### src/rtl/demux_pkg.sv
// Shared constants for the registered 1-to-4 demultiplexer.
// Slot state is a single bit, so EMPTY/FULL are plain localparams.
package demux_pkg;
  localparam int   NUM_OUT       = 4;
  localparam int   SEL_W         = 2;
  localparam int   DEFAULT_WIDTH = 64;
  localparam logic EMPTY         = 1'b0;
  localparam logic FULL          = 1'b1;
endpackage

### src/rtl/demux_slot.sv
// One-entry holding register for a single sink. The parent only asserts load
// when the slot is EMPTY or is being drained in the same cycle.
module demux_slot
  import demux_pkg::*;
#(
  parameter int WIDTH = DEFAULT_WIDTH
) (
  input  logic             clock,
  input  logic             reset,
  input  logic             load,
  input  logic [WIDTH-1:0] load_data,
  input  logic             ready,
  output logic             full,
  output logic [WIDTH-1:0] data
);

  logic             state_q, state_d;
  logic [WIDTH-1:0] data_q, data_d;

  // NOTE: assign every output a default first so no path can infer a latch.
  always_comb begin
    state_d = state_q;
    data_d  = data_q;
    if (load) begin
      state_d = FULL;
      data_d  = load_data;
    end else if (state_q == FULL && ready) begin
      state_d = EMPTY;
    end
  end

  // NOTE: sequential state uses non-blocking assignments only; the data
  // register is reset too because the lane must read zero after reset.
  always_ff @(posedge clock) begin
    if (reset) begin
      state_q <= EMPTY;
      data_q  <= '0;
    end else begin
      state_q <= state_d;
      data_q  <= data_d;
    end
  end

  assign full = state_q;
  assign data = data_q;

endmodule

### src/rtl/demux_1to4_reg.sv
// Registered 1-to-4 valid/ready demultiplexer with per-sink holding slots.
// Define DEMUX_BROADCAST_EN to add in_bcast, which loads a word into all slots.
module demux_1to4_reg
  import demux_pkg::*;
#(
  parameter int WIDTH = DEFAULT_WIDTH
) (
  input  logic                     clock,
  input  logic                     reset,
  input  logic                     in_valid,
  output logic                     in_ready,
  input  logic [SEL_W-1:0]         in_sel,
  input  logic [WIDTH-1:0]         in_data,
`ifdef DEMUX_BROADCAST_EN
  input  logic                     in_bcast,
`endif
  output logic [NUM_OUT-1:0]       out_valid,
  input  logic [NUM_OUT-1:0]       out_ready,
  output logic [NUM_OUT*WIDTH-1:0] out_data
);

  logic [NUM_OUT-1:0] slot_full;
  logic [NUM_OUT-1:0] load;
  logic               bcast;
  logic               uni_ok;
  logic               all_ok;
  logic               accept;

`ifdef DEMUX_BROADCAST_EN
  assign bcast = in_bcast;
`else
  assign bcast = 1'b0;
`endif

  // A slot can take a word if it is empty or its old word leaves this cycle.
  always_comb begin
    uni_ok = (slot_full[in_sel] == EMPTY) || out_ready[in_sel];
    all_ok = 1'b1;
    for (int i = 0; i < NUM_OUT; i++) begin
      all_ok = all_ok && ((slot_full[i] == EMPTY) || out_ready[i]);
    end
    in_ready = !reset && (bcast ? all_ok : uni_ok);
  end

  assign accept = in_valid && in_ready;

  always_comb begin
    load = '0;
    for (int i = 0; i < NUM_OUT; i++) begin
      load[i] = accept && (bcast || (in_sel == SEL_W'(i)));
    end
  end

  for (genvar g = 0; g < NUM_OUT; g++) begin : g_slot
    demux_slot #(.WIDTH(WIDTH)) u_slot (
      .clock     (clock),
      .reset     (reset),
      .load      (load[g]),
      .load_data (in_data),
      .ready     (out_ready[g]),
      .full      (slot_full[g]),
      .data      (out_data[g*WIDTH +: WIDTH])
    );
  end

  assign out_valid = slot_full;

endmodule
### config.mk
export PLATFORM = sky130hd
export DESIGN_NAME = demux_1to4_reg
export DESIGN_NICKNAME = d
export VERILOG_FILES = /design/src/rtl/demux_pkg.sv /design/src/rtl/demux_slot.sv /design/src/rtl/demux_1to4_reg.sv
export SDC_FILE = /design/constraint.sdc
export NUM_CORES = 1
export LEC_CHECK = 0
export ABC_CLOCK_PERIOD_IN_PS = 2300
export CORE_AREA = 8 8 154 156
export CTS_BUF_LIST = sky130_fd_sc_hd__clkbuf_4
export CTS_CLUSTER_SIZE = 25
export DETAILED_ROUTE_END_ITERATION = 8
export DIE_AREA = 0 0 162 164
export PLACE_DENSITY = 0.84
export SYNTH_ARGS = -nofsm -noshare
export SYNTH_HDL_FRONTEND = slang
export SYNTH_SLANG_ARGS = --single-unit
### constraint.sdc
create_clock -name clock -period 2.3 [get_ports clock]
set_clock_uncertainty 0.1 [all_clocks]
set_input_delay 0.23 -clock clock [delete_from_list [all_inputs] [get_ports clock]]
set_output_delay 0.23 -clock clock [all_outputs]
set_load 0.005 [all_outputs]
==> flow_summary.yaml <==
global_route:
  grt_max_degree: 133
  track_usage: 0.271
  grt_overflow: 0
  antenna_found_initial: 2
  grt_pass1_wl_um: 58200
  grt_pass1_vias: 10100
floorplanning:
  fp.dieH_um: 164
  start_util: 0.517
  coreArea_sq_um: 21400
  fp.dieW_um: 162
  rows: 54
  die_area_sq_um: 26600
  io_pins: 334
synth:
  syn_area_per_cell_sq_um: 10.5
  synthDistinctLibCells: 28
  ys_seq_area_frac: 0.471
  ys_ff_latch: 260
  yosysWarningCount: 0
  synthCells: 1052
  synth_area_sq_um: 11000
  synth_nets: 1125
final_layout:
  final_nets: 1421
  final_cell_mix: "330 x clkdlybuf4s50_1, 258 x dfxtp_1, 129 x nand2_1"
  layout_commonest_cell: "clkdlybuf4s50_1"
  final_util: 0.720
  syn_to_final_growth_pct: 39.2
  drive_above_1_share: 0.192
  design_area_sq_um: 15400
clocking:
  cts_buffers: 68
  clk_pin_slew_ps: 70
  cts_tree: "built"
  post_cts_buffers: 0
  cts_sinks: 260
  cts_max_level: 3
  clk_latency_ps: 650
  cts-root-buf: "clkbuf_4"
  cts_buffer_depth: 3
job:
  maxCapViolCount: 0
setup_path:
  cp.arrival_ps: 1850
  endpoint_kind: "output port"
  path_max_fanout: 3
  worstSetupPathType: "flip-flop to output port"
  worst_setup_path_start_kind: "flip-flop"
  required_ps: 1970
sta:
  rsz0062_at_grt: "no"
  min_period_over_period: 0.948
  worst_pin_slew_ps: 904
  slew_violations: 0
  hold_viol_final: 0
  finalSetupViolCount: 0
  fmax_mhz: 459
  slew_headroom: 0.398
  finalCriticalPeriod_ps: 2180
power:
  ir_worst_vdd_mv: 0.448
  p_leak_nw: 6.50
  power_density_nw_per_um2: 659
status:
  status: "finished, final reports clean"
detailed_routing:
  routed_via_density: 5.95
  drt-wirelength-per-cell_um: 22.2
  drc: 0
  first_pass_iters: 6
  drtIter0Drc: 813
  ant_nets: 0
  routed_wl_um: 37300
  vias: 9987
place:
  gp_congestion: 0.787
  placed_area_sq_um: 14400
  hpwlAfterDp_um: 23500
  io_buffers: 333
min_path:
  hold_path.class: "input port to flip-flop"
[final timing paths]
| path | start | endpoint | slack (ps) | depth (start not counted) |
|---|---|---|---|---|
| min | in_data[1] | g_slot[2].u_slot.data[1] | 120 | 3 |
| max | g_slot[1].u_slot.full | in_ready | 120 | 4 |
| max reg2reg | g_slot[0].u_slot.full | g_slot[0].u_slot.data[16] | 730 | 4 |
| min reg2reg | g_slot[0].u_slot.data[30] | g_slot[0].u_slot.data[30] | 360 | 2 |
[where the power goes]
part	leakage (nW)	internal, mW	switching [mW]
Combinational	3.87	0.604	0.543
Clock	0.521	2.34	1.90
Sequential	2.11	4.67	0.0833
[repair_timing]
action	in CTS	in global routing
gates resized for setup	7	1
endpoints found under the setup margin	1	1
endpoints found under the hold margin	2	0
hold buffers	1	0
[flip-flops by register name (all words and copies together) (netlist names)]
name and flops:
g_slot.u_slot.data 256, g_slot.u_slot.full 4
[critical path: stages, from the launching register on]
cell      delay, ps
dfxtp_2         360
nand2b_4         80
mux4_2          450
and2_1          160
buf_2           140
[cell usage after synthesis (all sizes together)]
cell type | count | area [sq um]
nand2 | 129 | 484
nor3b | 1 | 12.5
o41ai | 2 | 17.5
a21oi | 4 | 20.0
and3b | 1 | 8.76
dfxtp | 260 | 5200
nand2b | 4 | 25.0
nand3 | 2 | 10.0
or3b | 1 | 11.3
nor2b | 128 | 801
mux2i | 2 | 20.0
and2 | 1 | 6.26
mux2 | 126 | 1790
nand3b | 1 | 7.51
inv | 2 | 7.50
o311ai | 128 | 1130
nor2 | 2 | 7.51
clkbuf | 84 | 315
mux4 | 1 | 22.5
buf | 47 | 347
nand4 | 126 | 788
[per-layer routing]
| layer | global-route usage | share of wire | up-vias |
|---|---|---|---|
| met5 | 0 | 0 | - |
| met1 | 0.323 | 0.39 | 4817 |
| met3 | 0.0955 | 0.11 | 80 |
| met2 | 0.440 | 0.47 | 577 |
| met4 | 0.111 | 0.033 | 0 |
| li1 | - | - | 4513 |
[metrics by stage]
step | TNS [ps] | hold slack (ps) | power [mW] | setup WS [ps] | instances
after floorplan | 0 | 266 | 5.31 | 801 | 1052
after CTS | 0 | 84.1 | 10.2 | 58.2 | 1675
after global routing | 0 | 79.6 | 10.5 | 1.35 | 1678
after global placement | -104 | 349 | 5.96 | -104 | 1557
after detailed placement | -110 | 355 | 5.98 | -110 | 1557
final | 0 | 117 | 10.1 | 120 | 1678
[logic make-up after synthesis]
family                 share of synthesized area
muxes                                      0.166
AOI/OAI and AO/OA                          0.106
and+or+nand+nor                            0.196
DFF                                        0.471
buffers and inverters                     0.0606
[final cells by class]
cell class	count	area, sq um
clock buffer	94	706
sequential	260	5210
multi-input combinational	659	5230
fill	1513	5990
timing repair buffer	357	3660
tap	280	350
antenna	3	7.51
inverter	2	12.5
clock inverter	23	191
Power figures use the tool's default switching activity.
